==> config.mk <==
export PLATFORM = sky130hd
export DESIGN_NAME = seq_mux_pipe
export DESIGN_NICKNAME = d
export VERILOG_FILES = /design/src/rtl/seq_mux_pkg.sv /design/src/rtl/seq_mux_skid.sv /design/src/rtl/seq_mux_pipe.sv
export SDC_FILE = /design/constraint.sdc
export NUM_CORES = 1
export LEC_CHECK = 0
export ABC_AREA = 1
export ABC_CLOCK_PERIOD_IN_PS = 4800
export BUFFER_PORTS_ARGS = -buffer_cell sky130_fd_sc_hd__buf_4
export CORE_MARGIN = 1
export CORE_UTILIZATION = 56
export CTS_CLUSTER_DIAMETER = 60
export DETAILED_ROUTE_END_ITERATION = 10
export PLACE_DENSITY = 0.81
export RECOVER_POWER = 25
export SETUP_SLACK_MARGIN = 0.2
export SLEW_MARGIN = 20
export SYNTH_ARGS = -nofsm -noshare
export SYNTH_HDL_FRONTEND = slang
export SYNTH_SLANG_ARGS = --single-unit
==> constraint.sdc <==
create_clock -name clk -period 4.8 [get_ports clk]
set_input_delay 0.96 -clock clk [delete_from_list [all_inputs] [get_ports clk]]
set_output_delay 0.96 -clock clk [all_outputs]
set_load 0.01 [all_outputs]
==> src/rtl/seq_mux_pkg.sv <==
// ============================================================================
// Module      : seq_mux_pkg
// Description : Shared constants and helpers for the seq_mux_pipe selector.
// Revision    : 1.0 - initial release
// ============================================================================
`default_nettype none

package seq_mux_pkg;

    localparam int unsigned SKID_DEPTH = 2;
    localparam int unsigned CNT_W      = 16;

    // Ceiling log2; returns 0 for values <= 1.
    function automatic int unsigned clog2(input int unsigned value);
        int unsigned v;
        int unsigned r;
        v = (value > 0) ? value - 1 : 0;
        r = 0;
        while (v > 0) begin
            r++;
            v = v >> 1;
        end
        return r;
    endfunction

endpackage

`default_nettype wire

==> src/rtl/seq_mux_skid.sv <==
// ============================================================================
// Module      : seq_mux_skid
// Description : 2-entry FIFO output buffer with push/pop/full/empty,
//               parametrised on entry width.
// Revision    : 1.0 - initial release
// ============================================================================
`default_nettype none

module seq_mux_skid
    import seq_mux_pkg::*;
#(
    parameter int unsigned ENTRY_W = 1
) (
    input  logic               clk,
    input  logic               rst,
    input  logic               push,
    input  logic [ENTRY_W-1:0] wr_entry,
    input  logic               pop,
    output logic [ENTRY_W-1:0] rd_entry,
    output logic               full,
    output logic               empty
);

    localparam int unsigned c_PTR_W = clog2(SKID_DEPTH);
    localparam int unsigned c_LVL_W = clog2(SKID_DEPTH + 1);

    logic [ENTRY_W-1:0] r_mem [SKID_DEPTH];
    logic [c_PTR_W-1:0] r_wr_ptr;
    logic [c_PTR_W-1:0] r_rd_ptr;
    logic [c_LVL_W-1:0] r_level;
    logic               w_push;
    logic               w_pop;

    assign w_push = push && !full;
    assign w_pop  = pop && !empty;

    // Pointers wrap naturally because the depth is a power of two.
    always_ff @(posedge clk) begin
        if (rst) begin
            for (int i = 0; i < SKID_DEPTH; i++) begin
                r_mem[i] <= '0;
            end
            r_wr_ptr <= '0;
            r_rd_ptr <= '0;
            r_level  <= '0;
        end else begin
            if (w_push) begin
                r_mem[r_wr_ptr] <= wr_entry;
                r_wr_ptr        <= r_wr_ptr + c_PTR_W'(1);
            end
            if (w_pop) begin
                r_rd_ptr <= r_rd_ptr + c_PTR_W'(1);
            end
            case ({w_push, w_pop})
                2'b10:   r_level <= r_level + c_LVL_W'(1);
                2'b01:   r_level <= r_level - c_LVL_W'(1);
                default: r_level <= r_level;
            endcase
        end
    end

    assign full     = (r_level == c_LVL_W'(SKID_DEPTH));
    assign empty    = (r_level == '0);
    assign rd_entry = r_mem[r_rd_ptr];

endmodule

`default_nettype wire

==> src/rtl/seq_mux_pipe.sv <==
// ============================================================================
// Module      : seq_mux_pipe
// Description : Registered N-channel selector with valid/ready flow control,
//               a 2-entry output buffer, select-error flag and beat counter.
//               Optional macro SEQ_MUX_PARITY_EN adds out_parity.
// Revision    : 1.0 - initial release
// ============================================================================
`default_nettype none

module seq_mux_pipe
    import seq_mux_pkg::*;
#(
    parameter int unsigned CH   = 2,
    parameter int unsigned W    = 1,
    parameter int unsigned SELW = 1
) (
    input  logic              clk,
    input  logic              rst,
    input  logic [CH*W-1:0]   in_data,
    input  logic [CH-1:0]     in_valid,
    output logic [CH-1:0]     in_ready,
    input  logic [SELW-1:0]   sel,
    output logic [W-1:0]      out_data,
    output logic              out_valid,
    input  logic              out_ready,
    output logic              sel_err,
    output logic [CNT_W-1:0]  xfer_cnt
`ifdef SEQ_MUX_PARITY_EN
    ,
    output logic              out_parity
`endif
);

`ifdef SEQ_MUX_PARITY_EN
    typedef struct packed {
        logic         parity;
        logic [W-1:0] data;
    } entry_t;
`else
    typedef struct packed {
        logic [W-1:0] data;
    } entry_t;
`endif

    logic             w_sel_ok;
    logic             w_mux_valid;
    logic [W-1:0]     w_mux_data;
    logic             w_full;
    logic             w_empty;
    logic             w_push;
    entry_t           w_wr_entry;
    entry_t           w_rd_entry;
    logic             r_sel_err;
    logic [CNT_W-1:0] r_xfer_cnt;

    // An out-of-range select matches no channel, so it reads as "not ok".
    always_comb begin
        w_sel_ok    = 1'b0;
        w_mux_valid = 1'b0;
        w_mux_data  = '0;
        for (int i = 0; i < CH; i++) begin
            if (sel == SELW'(i)) begin
                w_sel_ok    = 1'b1;
                w_mux_valid = in_valid[i];
                w_mux_data  = in_data[i*W +: W];
            end
        end
    end

    for (genvar gi = 0; gi < CH; gi++) begin : g_ready
        assign in_ready[gi] = (sel == SELW'(gi)) && !w_full && !rst;
    end

    assign w_push = w_mux_valid && w_sel_ok && !w_full && !rst;

    always_comb begin
        w_wr_entry      = '0;
        w_wr_entry.data = w_mux_data;
`ifdef SEQ_MUX_PARITY_EN
        w_wr_entry.parity = ^w_mux_data;
`endif
    end

    seq_mux_skid #(
        .ENTRY_W ($bits(entry_t))
    ) u_skid (
        .clk      (clk),
        .rst      (rst),
        .push     (w_push),
        .wr_entry (w_wr_entry),
        .pop      (out_ready),
        .rd_entry (w_rd_entry),
        .full     (w_full),
        .empty    (w_empty)
    );

    always_ff @(posedge clk) begin
        if (rst) begin
            r_sel_err  <= 1'b0;
            r_xfer_cnt <= '0;
        end else begin
            r_sel_err <= !w_sel_ok;
            if (w_push) begin
                r_xfer_cnt <= r_xfer_cnt + CNT_W'(1);
            end
        end
    end

    assign out_valid = !w_empty;
    assign out_data  = w_rd_entry.data;
    assign sel_err   = r_sel_err;
    assign xfer_cnt  = r_xfer_cnt;
`ifdef SEQ_MUX_PARITY_EN
    assign out_parity = w_rd_entry.parity;
`endif

endmodule

`default_nettype wire

==> metrics.json <==
{
  "status": "finished clean",
  "pwr_density_cell_nw_per_um2": 259,
  "criticalPathCategory": "in -> out",
  "tritoncts.num_buffers": 3,
  "die_area_um2": 2420,
  "path_max_fanout": 12,
  "initialDrtViolationCount": 34,
  "cts.htree.levels": 1,
  "reg_area_um2": 480,
  "clkLatencyLatePin_ps": 310,
  "postSynthAreaPerCell_um2": 6.93,
  "synthArstFlopShare_pct": 0,
  "worst_setup_path_end_kind": "output port",
  "timing.final.max_slew_violations": 0,
  "post_synth_instance_area_um2": 1250,
  "timing.hold.worst_path_depth": 1,
  "synthTopCellsByCount": "sky130_fd_sc_hd__nand2_1, sky130_fd_sc_hd__nor2_1, sky130_fd_sc_hd__inv_1, sky130_fd_sc_hd__dfxtp_1, sky130_fd_sc_hd__nand3_1",
  "timing.reg2reg.worst_path_depth": 6,
  "post_dp_cell_area_um2": 1450,
  "final.setup.tns_ps": 0,
  "tritoncts_num_sinks": 23,
  "cts_hold_buffers": 0,
  "hold_viol": 0,
  "synthDominantCellAreaShare_pct": 33.7,
  "fill_cells": 188,
  "timing.final.setup_violations": 0,
  "synth_top_flop_cell": "sky130_fd_sc_hd__dfxtp_1",
  "timing_worst_slew_pin_value_ps": 1200,
  "cts_root_buf": "sky130_fd_sc_hd__clkbuf_4",
  "detail_route.wl_per_cell_um": 11.6,
  "post-route-cell-area_um2": 1450,
  "grt.total_usage_pct": 24.5,
  "multiInputGateArea_um2": 623,
  "cts_repair_resize_count": 0,
  "holdWs_ps": 472,
  "timing.max_cap.violations": 0,
  "synthDominantAreaCellType": "sky130_fd_sc_hd__dfxtp_1",
  "power.ir.vdd_worst_mv": 0.214,
  "synth-seq-cells": 23,
  "drt.antenna.violating_nets": 0,
  "cts-root-to-sink-buffers": 2,
  "area_added_between_synthesis_and_finish_pct": 15.9,
  "io_pins": 29,
  "setup_repair_after_global_routing_missed_its_margin": "false",
  "place.gp.congestion": 0.869,
  "dpl.hpwl_um": 2100,
  "clock-skew-final_ps": 5.25,
  "critical_path_required_ps": 3840,
  "netlist-cell-type-count": 29,
  "place.detailed.instances": 229,
  "start_kind": "input pin",
  "max_slew_margin_pct": 20.0,
  "synth.net_count": 190,
  "dieWidth_um": 49.2,
  "globalRouteOverflowTotal": 0,
  "die_h_um": 49.2,
  "route.vias.total": 1193,
  "synth_edf_count": 2,
  "grt_first_pass_wirelength_um": 4660,
  "avgViaCountPerCell": 5.12,
  "synth-warning-count": 0,
  "firstDrtPassIters": 4,
  "clock_transition_at_path_regs_ps": 130,
  "min_period_ps": 3080,
  "routed_wl_um": 2690,
  "post_cts_buffers": 0,
  "cellLeakagePower_nw": 0.674,
  "finalCritPeriodShare_pct": 64.2,
  "max_freq_mhz": 324,
  "synth_cells": 180,
  "drcViolationCount": 0,
  "initial_utilization_pct": 61.7,
  "post_route_cells_drive_above_1_share_pct": 17.5,
  "totalPowerFinal_uw": 375,
  "core_region_area_um2": 2020,
  "grt_max_degree": 15,
  "numPortBuffers": 27,
  "worst_hold_path_type": "reg -> reg",
  "tritoncts_clock_tree": "done",
  "yosys.cell_count.top_type": "sky130_fd_sc_hd__nand2_1",
  "row_count": 16,
  "synth_seq_area_share_pct": 38.5,
  "antenna_found_initial": 0,
  "layout.cells.non_filler": 233,
  "number_of_nets_in_the_layout": 217,
  "yosys-top-cells-area": "sky130_fd_sc_hd__dfxtp_1, sky130_fd_sc_hd__nand2_1, sky130_fd_sc_hd__nor2_1, sky130_fd_sc_hd__inv_1, sky130_fd_sc_hd__edfxtp_1",
  "diodes": 0,
  "first_global_vias": 1181,
  "timing.critical_path.arrival_ps": 2120
}
[path summary, 6_finish.rpt]
path	slack, ps	endpoint	startpoint
max	1720	in_ready[0]	rst
min	470	u_skid.r_rd_ptr	u_skid.r_rd_ptr
max reg2reg	2470	u_skid.r_level[1]	u_skid.r_level[0]
min reg2reg	470	u_skid.r_rd_ptr	u_skid.r_rd_ptr
[cell usage in the layout, fill, tap and decap left out, drive strengths merged]
cell type	synthesis	routed
xnor2	2	2
o21ai	8	8
ha	2	2
a21oi	8	8
mux2i	1	1
nand4	6	6
buf	4	25
dfxtp	21	21
inv	23	23
nor2	39	39
nand3	9	9
nor4	1	1
nor3b	1	1
clkinv	0	1
xor2	2	2
conb	1	1
mux2	1	1
nand2	42	42
edfxtp	2	2
clkbuf	1	5
nor3	6	6
[logic make-up (layout without fill, tap and decap cells)]
| family | after synthesis | in the layout | synth area share (%) |
|---|---|---|---|
| AO/OA/AOI/OAI | 16 | 16 | 7.32 |
| multiplexers | 2 | 2 | 1.71 |
| adder cells (fa/ha/maj) | 2 | 2 | 2.01 |
| flip-flops | 23 | 23 | 38.5 |
| AND/OR/NAND/NOR | 104 | 104 | 37.3 |
| XOR/XNOR | 4 | 4 | 2.81 |
| buffers and inverters | 28 | 54 | 10.0 |
| other | 1 | 1 | 0.301 |
[metal layers]
layer,track usage [%],vias up,routed length [um],share of wire [%]
met3,3.12,4,112,4.2
met1,28.1,547,1190,44
met4,8.33,0,24,0.89
li1,-,615,-,-
met2,45.9,27,1370,51
met5,0,-,0,0
[cell type report]
cell class | instances | share of cell area (%)
Multi-Input combinational cell | 129 | 43.1
Tap cell | 27 | 2.34
Timing Repair Buffer | 27 | 13.5
Inverter | 23 | 5.97
Clock buffer | 3 | 1.56
Sequential cell | 23 | 33.2
Clock inverter | 1 | 0.346
[stage by stage]
step | utilization, % | setup WS [ps]
floorplan | - | 2360
global placement | 71.5 | 2100
detailed placement | 71.5 | 2070
CTS | 72.8 | 2070
global route | 71.5 | 1530
finish | 71.5 | 1720
[power by group]
part / internal [mW] / switching [mW]
Clock: 0.0311 / 0.0582
Sequential: 0.204 / 0.00938
Combinational: 0.0278 / 0.0440
Total: 0.263 / 0.112
[sequential cells by signal (all words and copies together) (netlist names), named ones only]
register / count
u_skid.r_mem: 2
u_skid.r_rd_ptr: 1
u_skid.r_level: 2
xfer_cnt: 16
u_skid.r_wr_ptr: 1
[critical path, stage by stage]
cell                       delay, ps
sky130_fd_sc_hd__clkbuf_1        450
sky130_fd_sc_hd__inv_1           350
sky130_fd_sc_hd__nand2_1         170
sky130_fd_sc_hd__nor2_1           50
sky130_fd_sc_hd__buf_4           140
No activity file was read; power rests on OpenSTA's default activity.
